[src/rtl/conv_encoder_tx.sv]
// Rate-1/2, K=3 convolutional encoder that serializes one parallel word per frame.
// Build option: define CONV_TAIL_EN to append two zero tail symbols for trellis termination.
module conv_encoder_tx #(
    parameter int          SIZE_DATA_IN  = 8,
    parameter int          SIZE_DATA_OUT = 2,
    parameter logic [2:0]  G0            = 3'b111,
    parameter logic [2:0]  G1            = 3'b101,
    parameter bit          MSB_FIRST     = 1'b1
) (
    input  logic                     i_clk,
    input  logic                     i_rst_n,
    input  logic                     i_start,
    input  logic [SIZE_DATA_IN-1:0]  i_data,
    input  logic                     i_ready,
    output logic [SIZE_DATA_OUT-1:0] o_data,
    output logic                     o_valid,
    output logic                     o_busy,
    output logic                     o_done
);

    localparam int CNT_W = $clog2(SIZE_DATA_IN + 1);

    typedef enum logic [1:0] {IDLE, ENC, TAIL, DONE} state_t;

    state_t                   state_reg, state_next;
    logic [SIZE_DATA_IN-1:0]  shift_reg, shift_next;
    logic [CNT_W-1:0]         cnt_reg, cnt_next;
    logic [1:0]               enc_reg, enc_next;

    logic                     sym_valid;
    logic                     cur_bit;
    logic                     xfer;
    logic                     last_bit;
    logic [2:0]               taps;
    logic [SIZE_DATA_OUT-1:0] sym;

    assign sym_valid = (state_reg == ENC) || (state_reg == TAIL);
    // Tail symbols are encoded with a forced zero input bit.
    assign cur_bit   = (state_reg == ENC) ?
                       (MSB_FIRST ? shift_reg[SIZE_DATA_IN-1] : shift_reg[0]) : 1'b0;
    assign taps      = {cur_bit, enc_reg};
    assign xfer      = sym_valid && i_ready;
    assign last_bit  = (cnt_reg == CNT_W'(SIZE_DATA_IN - 1));

    // Top symbol bit uses G0, the remaining bit uses G1.
    generate
        for (genvar gi = 0; gi < SIZE_DATA_OUT; gi++) begin : gen_poly
            localparam logic [2:0] POLY = (gi == SIZE_DATA_OUT - 1) ? G0 : G1;
            assign sym[gi] = ^(taps & POLY);
        end
    endgenerate

    always_ff @(posedge i_clk or negedge i_rst_n) begin
        if (!i_rst_n) begin
            state_reg <= IDLE;
            shift_reg <= '0;
            cnt_reg   <= '0;
            enc_reg   <= 2'b00;
        end else begin
            state_reg <= state_next;
            shift_reg <= shift_next;
            cnt_reg   <= cnt_next;
            enc_reg   <= enc_next;
        end
    end

    always_comb begin
        state_next = state_reg;
        shift_next = shift_reg;
        cnt_next   = cnt_reg;
        enc_next   = enc_reg;
        case (state_reg)
            IDLE: begin
                if (i_start) begin
                    shift_next = i_data;
                    cnt_next   = '0;
                    enc_next   = 2'b00;
                    state_next = ENC;
                end
            end
            ENC: begin
                if (xfer) begin
                    enc_next   = {cur_bit, enc_reg[1]};
                    shift_next = MSB_FIRST ? (shift_reg << 1) : (shift_reg >> 1);
                    if (last_bit) begin
                        cnt_next = '0;
`ifdef CONV_TAIL_EN
                        state_next = TAIL;
`else
                        state_next = DONE;
`endif
                    end else begin
                        cnt_next = cnt_reg + CNT_W'(1);
                    end
                end
            end
            TAIL: begin
                if (xfer) begin
                    enc_next = {1'b0, enc_reg[1]};
                    if (cnt_reg == CNT_W'(1)) begin
                        cnt_next   = '0;
                        state_next = DONE;
                    end else begin
                        cnt_next = cnt_reg + CNT_W'(1);
                    end
                end
            end
            DONE:    state_next = IDLE;
            default: state_next = IDLE;
        endcase
    end

    assign o_valid = sym_valid;
    assign o_busy  = sym_valid;
    assign o_done  = (state_reg == DONE);
    assign o_data  = sym_valid ? sym : '0;

endmodule

[config.mk]
export PLATFORM = sky130hd
export DESIGN_NAME = conv_encoder_tx
export DESIGN_NICKNAME = d
export VERILOG_FILES = /design/src/rtl/conv_encoder_tx.sv
export SDC_FILE = /design/constraint.sdc
export NUM_CORES = 1
export LEC_CHECK = 0
export CAP_MARGIN = 20
export CORE_ASPECT_RATIO = 1.1
export CORE_MARGIN = 2
export CORE_UTILIZATION = 46
export CTS_CLUSTER_SIZE = 8
export DETAILED_ROUTE_END_ITERATION = 7
export PLACE_DENSITY = 0.84
export SLEW_MARGIN = 10
export SYNTH_ARGS = -nofsm -noshare
export SYNTH_HDL_FRONTEND = slang
export SYNTH_SLANG_ARGS = --single-unit
[constraint.sdc]
create_clock -name i_clk -period 1.87 [get_ports i_clk]
set_input_delay 0.2805 -clock i_clk [delete_from_list [all_inputs] [get_ports i_clk]]
set_output_delay 0.2805 -clock i_clk [all_outputs]
set_load 0.02 [all_outputs]
* Word level (Yosys, flattened, before mapping) *
Cells that the tools add are included.

word-level totals
  flip-flop bits (word level) = 16
  input bits = 12
  output and inout port bits = 5
  logic and storage cells = 46

cells by class
  add/subtract/negate cells = 1
  equality and inequality tests = 10
  mux-type cells = 21
  reductions and logical operators = 10

operators by type and width
  kind                   count
  $mux W4                5
  $mux W2                9
  $mux W8                2
  $pmux W8 S2            1
  $pmux W4 S3            1
  $ne A2 B2 Y1 const B   4
  $pmux W2 S4            1
  $pmux W2 S3            1
  $reduce_xor A3 Y1      2
  $reduce_and A5 Y1      1
  $add A4 B1 Y4 const B  1
  $eq A2 B2 Y1 const B   2
  $eq A4 B1 Y1 const B   1
  $eq A4 B3 Y1 const B   1
  $reduce_and A4 Y1      1
  $reduce_and A3 Y1      1
  $reduce_bool A3 Y1     1
  $eq A2 B1 Y1 const B   1
  $logic_not A2 Y1       1
  $ne A2 B1 Y1 const B   1
  $reduce_bool A2 Y1     1
  $logic_and A1 B1 Y1    1
  $logic_or A1 B1 Y1     1
  $mux W1                1

* Depth between registers and ports, before layout *
Gate-level depths: netlist (run 1).

  depth in word-level cells = 5
  mapped depth = 7
  depth with buffers taken out = 6

* Worst setup path after synthesis (run 1) *
No wires, ideal clock.

  kind = register to register
  start point = register state_reg[0]
  end point = register cnt_reg[0]
  setup time = 0.118 ns
  arrival = 1.852 ns
  required time = 1.752 ns
  setup slack = -0.100 ns
  stages on the path, launching flop included = 8
  path buffers = 1
  clock period less this slack = 1.970 ns
  cells stage by stage = dfrtp_1 > inv_1 > ha_1 > nand2b_1 > o2111ai_4 > or2_1 > clkbuf_1 > a21o_1

between the ends
  longest elaborated chain between the ends = 5
  elaborated cells between the ends (all ways) = 11
  those cells by class = 5 x eq/ne; 1 x mux; 5 x reduce/logical

RTL lines
  what                                                 RTL line  RTL
  start, declared                                      25        state_t state_reg, state_next;
  start signal, assigned                               60        state_reg <= state_next;
  $eq A2 B1 Y1 / $eq A2 B2 Y1 (equally long branches)  37        assign sym_valid = (state_reg == ENC) || (state_reg == TAIL);
  $logic_or A1 B1 Y1 (*)                               37
  named net o_busy                                     17        output logic o_busy,
  $logic_and A1 B1 Y1 (*)                              42        assign xfer = sym_valid && i_ready;
  $ne A2 B2 Y1 (no source line)                        n/a
  $reduce_and A4 Y1 (no source line) (*)               n/a
  end signal, assigned                                 62        cnt_reg <= cnt_next;
  end, declared                                        27        logic [CNT_W-1:0] cnt_reg, cnt_next;

Mark *: on every way through the listed nets, which the timed path passes. The rest lies on a longest branch.
A chain may end at the register's enable or synchronous reset.

* Final worst setup path (run 1) *
  start point = register state_reg[0]
  end point = register cnt_reg[2]

between the ends
  longest elaborated chain between the ends = 5
  elaborated cells between the ends (all ways) = 11
  those cells by class = 5 x eq/ne; 1 x mux; 5 x reduce/logical

RTL lines
  what                                                 RTL line
  $eq A2 B1 Y1 / $eq A2 B2 Y1 (equally long branches)  37, 72
  $logic_or A1 B1 Y1                                   37
  $logic_and A1 B1 Y1                                  42
  $ne A2 B2 Y1 (no source line)                        n/a
  $reduce_and A4 Y1 (no source line)                   n/a

Parallel ways exist; a longest one is shown, timed or not.

==> impl_metrics.py, run 1 <==
metrics = {
    "timing": {
        "clock-skew-final_ns": 0.00322,
        "finalHoldViolations": 0,
        "setup_slack_ns": -0.0329,
        "timing_worst_slew_pin_value_ns": 0.294,
        "holdWs_ns": 0.306,
        "finalSetupViolations": 2,
        "rsz_0062_raised_after_global_routing": "yes",
        "max_freq_ghz": 0.526,
        "timing.max_slew.rel_slack_pct": 80.4,
        "finalCriticalPeriod_ns": 1.90,
        "period_share_pct": 102,
        "finalMaxSlewViolations": 0,
    },
    "place": {
        "hpwlAfterDp_um": 1600,
        "place_ws_ns": -0.177,
        "placedInstanceArea_um2": 1250,
        "port_buffers": 16,
        "place_congestion": 0.778,
    },
    "hold_path": {
        "worstHoldPathType": "in2async",
    },
    "floorplan": {
        "core_region_area_um2": 2000,
        "design.die.area_um2": 2490,
        "row_count": 17,
        "floorplan.die.height_um": 52.1,
        "io_pins": 17,
        "starting_density_of_the_core_pct": 48.4,
        "fp.dieW_um": 47.7,
    },
    "route": {
        "postRouteAntennaNets": 0,
        "drt_iter0_drc": 12,
        "detail_route.wirelength_um": 2070,
        "routed_via_density": 5.30,
        "detailroute.via_count": 784,
        "drt_first_pass_iters": 4,
        "drc": 0,
        "wl_per_cell_um": 14.0,
    },
    "power": {
        "clockPowerShare_pct": 9.3,
        "seq_power_share_pct": 23.4,
        "power.density_cell_area_nw_per_um2": 1880,
        "net-switching-power_uw": 1070,
        "p_leak_uw": 0.000576,
        "combPwrFrac_pct": 67.3,
        "switching_share_pct": 42.7,
        "cellInternalPower_uw": 1440,
        "vdd.ir_drop.worst_uv": 1100,
    },
    "outcome": {
        "failed_checks": "negative setup slack",
        "run_status": "complete, but fails checks",
    },
    "synth": {
        "ys_dominant_reg_cell": "sky130_fd_sc_hd__dfrtp_1",
        "netlist_top_cells_count": "sky130_fd_sc_hd__dfrtp_1, sky130_fd_sc_hd__mux2i_1, sky130_fd_sc_hd__a21oi_1, sky130_fd_sc_hd__ha_1, sky130_fd_sc_hd__nor2_1",
        "ys_ff_latch": 16,
        "yosys_warnings": 0,
        "netlist-cell-type-count": 36,
        "library_cell_with_the_largest_summed_area_after_synthesis": "sky130_fd_sc_hd__dfrtp_1",
        "yosysSeqAreaShare_pct": 41.4,
        "syn-num-nets": 110,
        "synth_edf_count": 0,
        "netlist_top_cells_area": "sky130_fd_sc_hd__dfrtp_1, sky130_fd_sc_hd__ha_1, sky130_fd_sc_hd__mux2i_1",
        "synthesis.area_per_instance_um2": 10.6,
        "synth_cell_area_um2": 967,
        "yosys.cell_count.top_type": "sky130_fd_sc_hd__dfrtp_1",
        "synthesis.instances": 91,
        "synth_top_area_share_pct": 41.4,
        "synth_async_sr_flop_share_pct": 100,
    },
    "cts": {
        "htreeDepth": 1,
        "path_clk_slew_ns": 0.10,
        "cts_setup_buffers": 0,
        "cts_num_sinks": 16,
        "cts_tree": "done",
        "clock_insertion_delay_worst_skew_ns": 0.29,
        "cts_max_path_buffers": 2,
        "ctsRootBufferMaster": "sky130_fd_sc_hd__clkbuf_4",
        "numCtsBuffers": 3,
    },
    "global_route": {
        "maximum_number_of_pins_on_one_net_before_global_route_repair": 17,
        "grt_pass1_vias": 778,
        "initial_antenna_violation_count": 0,
        "grt_first_pass_wirelength_um": 3280,
        "grt.overflow.total": 0,
        "gr-usage-all-layers_pct": 18.8,
    },
    "finish": {
        "post-route-cell-area_um2": 1340,
        "post_route_cells_drive_above_1_share_pct": 30.8,
        "largest_register_ff_count": 8,
        "syn2layout_area_growth_pct": 38.0,
        "insertedDiodeCount": 0,
        "final_net_count": 140,
    },
    "setup_path": {
        "critPathBufInv": 1,
        "crit_type": "reg2reg",
        "worst-endpoint-arrival_ns": 2.07,
        "cp-end-kind": "register",
        "critical_path_required_ns": 2.04,
        "timing.critical_path.fanout_max": 6,
        "worstPathCellList": "ha_4 > buf_6 > or4b_4 > and4b_1 > o31ai_1 > o21ai_1",
        "cp-start-kind": "register",
        "slowest_delay_ns": 0.55,
        "critPathTopFamily": "simple AND/OR/NAND/NOR gates",
        "slowest_stage": "sky130_fd_sc_hd__or4b_4",
    },
    "job": {
        "maxCapViolations": 0,
    },
}
## power groups by stage
| stage | clock [uW] | combinational (uW) | sequential (uW) |
|---|---|---|---|
| after floorplan | 0 | 1080 | 574 |
| after global placement | 0 | 1570 | 572 |
| after detailed placement | 0 | 1630 | 583 |
| after CTS | 242 | 1600 | 581 |
| after global routing | 262 | 1850 | 602 |
| final | 233 | 1690 | 587 |
## per-layer routing
metal | part of all wire (%) | GRT usage (%) | up-vias
met5 | 0 | 0 | -
met3 | 4.2 | 4.51 | 2
met2 | 52 | 32.7 | 16
met1 | 43 | 21.4 | 375
li1 | - | - | 391
met4 | 0.58 | 6.76 | 0
## logic make-up (layout without fill, tap and decap cells)
family                     count (synthesis)  in the layout  share of synthesized area [%]
AOI/OAI and AO/OA                         22             22                           17.9
xor gates and xnor gates                   2              2                           1.81
adders and majority gates                  7              7                           9.06
buffers and inverters                      9             38                           4.14
DFF                                       16             16                           41.4
muxes                                      9              9                           9.44
and+or+nand+nor                           26             26                           16.3
## cells in the final DEF (no fill, tap or decap), drive strengths merged, types with 2 or more instances in the layout
| cell type | count |
|---|---|
| mux2i | 8 |
| clkdlybuf4s50 | 11 |
| ha | 7 |
| o31ai | 2 |
| inv | 5 |
| o21ai | 7 |
| nor2 | 7 |
| nand3 | 2 |
| nor2b | 2 |
| a21oi | 7 |
| dfrtp | 16 |
| nand4 | 2 |
| or2 | 2 |
| nand2b | 3 |
| buf | 15 |
| clkbuf | 5 |
## area by class of cell
cell class / count / area [um2]
Multi-Input combinational cell: 66 / 587
Clock buffer: 4 / 36.3
Timing Repair Buffer: 29 / 255
Fill cell: 171 / 664
Tap cell: 28 / 35.0
Inverter: 5 / 21.3
Sequential cell: 16 / 400
## worst paths after layout
| check | startpoint | end | slack (ns) | cells after the start |
|---|---|---|---|---|
| worst max-delay path | state_reg[0] | cnt_reg[2] | -0.03 | 6 |
| worst min-delay path | i_rst_n | shift_reg[4] | 0.31 | 2 |
| worst min register to register | shift_reg[2] | shift_reg[2] | 0.54 | 2 |
| max in group asynchronous | i_rst_n | cnt_reg[1] | 1.38 | 2 |
| worst max register to register | state_reg[0] | cnt_reg[2] | -0.03 | 6 |
| min in group i_clk | shift_reg[2] | shift_reg[2] | 0.54 | 2 |
## worst register-to-register path: stages (launching register included)
cell	delay, ns
sky130_fd_sc_hd__dfrtp_1	0.43
sky130_fd_sc_hd__ha_4	0.18
sky130_fd_sc_hd__buf_6	0.12
sky130_fd_sc_hd__or4b_4	0.55
sky130_fd_sc_hd__and4b_1	0.22
sky130_fd_sc_hd__o31ai_1	0.19
sky130_fd_sc_hd__o21ai_1	0.10
## stage by stage
step / cells / TNS [ns] / util, % / total power [uW]
after floorplan: 91 / -0.0145 / - / 1660
after global placement: 144 / -0.178 / 62.6 / 2140
after detailed placement: 144 / -0.481 / 62.6 / 2210
after CTS: 148 / -0.0314 / 64.8 / 2420
after global routing: 148 / -0.352 / 66.8 / 2720
final: 148 / -0.0583 / 66.8 / 2510
## what timing repair did
item,CTS,global route
hold buffers,0,0
pin swaps,3,4
setup endpoints to repair,11,9
hold endpoints to repair,0,0
resized for setup,17,14
No activity file was read; power rests on OpenSTA's default activity.
==> inputs of run 2 (changes only) <==
Settings changed: CELL_PAD_IN_SITES_DETAIL_PLACEMENT from default to 1, CELL_PAD_IN_SITES_GLOBAL_PLACEMENT from default to 1, CORE_UTILIZATION 46 to 36, CTS_CLUSTER_SIZE 8 to default.
==> run 2 against run 1 <==
The run still ends with negative setup slack left. Clock skew shrank 0.0024 ns. Register-to-register slack got worse by 0.11 ns. Power grew 20%. Setup slack worse by 0.11 ns. Largest cell class unchanged. Largest power group unchanged. Highest routed layer unchanged.
==> impl_metrics.py, run 2 (same netlist as run 1, synthesis figures left out) <==
metrics = {
    "route": {
        "detail_route.wirelength_um": 2860,
        "detailroute.via_count": 844,
        "wl_met2_um": 1580,
        "met1Wirelength_um": 1080,
        "wl_per_cell_um": 18.2,
        "postRouteAntennaNets": 0,
        "routed_via_density": 5.38,
        "drt_iter0_drc": 19,
        "top_signal_layer_used": "met4",
        "wl_met3_um": 139,
        "drt_first_pass_iters": 4,
        "drc": 0,
    },
    "timing": {
        "clock-skew-final_ns": 0.000851,
        "timing_worst_slew_pin_value_ns": 0.302,
        "timing.max_slew.rel_slack_pct": 79.9,
        "rsz_0062_raised_after_global_routing": "yes",
        "period_share_pct": 108,
        "finalSetupViolations": 8,
        "finalCriticalPeriod_ns": 2.01,
        "finalHoldViolations": 0,
        "setup-tns-final_ns": -0.777,
        "max_freq_ghz": 0.497,
        "finalMaxSlewViolations": 0,
        "setup_slack_ns": -0.143,
    },
    "cts": {
        "cts_tree": "done",
        "htreeDepth": 1,
        "clock_insertion_delay_worst_skew_ns": 0.29,
        "ctsRootBufferMaster": "sky130_fd_sc_hd__clkbuf_4",
        "cts_num_sinks": 16,
        "path_clk_slew_ns": 0.10,
        "numCtsBuffers": 3,
        "cts_hold_repair.buffers": 0,
        "cts_max_path_buffers": 2,
    },
    "setup_path": {
        "crit_type": "reg2reg",
        "worst_r2r_startpoint": "state_reg[1]",
        "critical_path_required_ns": 2.06,
        "r2r-end": "state_reg[1]",
        "timing.reg2reg.worst_path_depth": 6,
        "cp-end-kind": "register",
        "reg_to_reg_slack_setup_ns": -0.14,
        "worst-endpoint-arrival_ns": 2.20,
        "cp-start-kind": "register",
        "timing.critical_path.fanout_max": 6,
    },
    "place": {
        "port_buffers": 16,
        "hpwlAfterDp_um": 1810,
        "place_congestion": 0.724,
    },
    "finish": {
        "most-common-layout-cells": "sky130_fd_sc_hd__dfrtp_1, sky130_fd_sc_hd__buf_4, sky130_fd_sc_hd__clkdlybuf4s50_1, sky130_fd_sc_hd__mux2i_1",
        "insertedDiodeCount": 0,
        "largest_register_ff_count": 8,
        "layout_fillers": 284,
        "final_util_pct": 58.1,
        "post_route_cells_drive_above_1_share_pct": 39.7,
        "syn2layout_area_growth_pct": 51.5,
        "final_net_count": 146,
        "final_common_cell": "sky130_fd_sc_hd__dfrtp_1",
    },
    "floorplan": {
        "core_region_area_um2": 2520,
        "design.die.area_um2": 3120,
        "io_pins": 17,
        "floorplan.die.height_um": 58.4,
        "fp.dieW_um": 53.4,
        "row_count": 19,
        "starting_density_of_the_core_pct": 38.4,
    },
    "job": {
        "maxCapViolations": 0,
    },
    "global_route": {
        "gr-usage-all-layers_pct": 17.9,
        "maximum_number_of_pins_on_one_net_before_global_route_repair": 17,
        "grt_first_pass_wirelength_um": 4130,
        "grt.overflow.total": 0,
        "initial_antenna_violation_count": 0,
        "grt_pass1_vias": 933,
    },
    "power": {
        "power.density_cell_area_nw_per_um2": 2050,
        "vdd.ir_drop.worst_uv": 1190,
        "p_leak_uw": 0.000633,
    },
    "outcome": {
        "run_status": "complete, but fails checks",
        "failed_checks": "negative setup slack",
    },
    "hold_path": {
        "worstHoldPathType": "in2async",
    },
}
[run 2: cell count changes in the layout (fill, tap and decap cells not counted), sizes merged]
cell,before,now
buf,15,21
clkbuf,5,6
dlygate4sd2,1,0
[run 2: cell type report]
| cell class | instances | area [um2] | area share [%] |
|---|---|---|---|
| Sequential cell | 16 | 400 | 27.3 |
| Inverter | 5 | 23.8 | 1.62 |
| Clock buffer | 4 | 36.3 | 2.48 |
| Tap cell | 31 | 38.8 | 2.65 |
| Multi-Input combinational cell | 66 | 652 | 44.5 |
| Timing Repair Buffer | 35 | 314 | 21.4 |
[run 2: how the worst max path moves through the flow]
stage	start	to	slack [ns]	depth (start not counted)
6_report	state_reg[1]	state_reg[1]	-0.14	6
5_1_grt	state_reg[1]	o_data[1]	-0.17	7
4_1_cts	state_reg[1]	o_data[1]	-0.11	7
3_5_place_dp	state_reg[0]	o_data[1]	-0.32	6
3_3_place_gp	state_reg[0]	o_data[1]	-0.13	6
2_1_floorplan	state_reg[0]	state_reg[1]	-0.007	5
[run 2: repair_timing]
action                                  in CTS  in global routing
pin swaps                                    7                  8
resized for setup                           24                 25
buffers inserted                             0                  4
endpoints found under the setup margin      11                 10
endpoints found under the hold margin        0                  0
[run 2: power by group]
group / leakage [uW] / total (uW) / switching (uW) / internal [uW]
Sequential: 0.000193 / 620 / 129 / 491
Combinational: 0.000418 / 2140 / 1080 / 1060
Clock: 0.0000210 / 242 / 124 / 119
Total: 0.000633 / 3010 / 1330 / 1670
[run 2: per-layer routing]
layer / global-route usage, % / up-vias
met5: 0 / -
met4: 5.49 / 0
met3: 2.79 / 6
met2: 33.3 / 24
met1: 20.6 / 417
li1: - / 397
[run 2: critical path: stages, from the launching register on]
cell and delay [ns]:
sky130_fd_sc_hd__dfrtp_1 0.42, sky130_fd_sc_hd__inv_2 0.08, sky130_fd_sc_hd__ha_4 0.18, sky130_fd_sc_hd__buf_6 0.13
sky130_fd_sc_hd__or4b_4 0.57, sky130_fd_sc_hd__a31oi_4 0.21, sky130_fd_sc_hd__mux2_4 0.32
[run 2: through the flow]
step	instance area (um2)	setup slack [ns]	power, uW	hold slack, ns	cells
floorplan	980	-0.00737	1660	-0.0151	91
global placement	1270	-0.128	2210	0.512	149
detailed placement	1270	-0.320	2300	0.519	149
CTS	1340	-0.106	2590	0.308	153
global route	1470	-0.174	3220	0.322	157
finish	1470	-0.143	3010	0.301	157
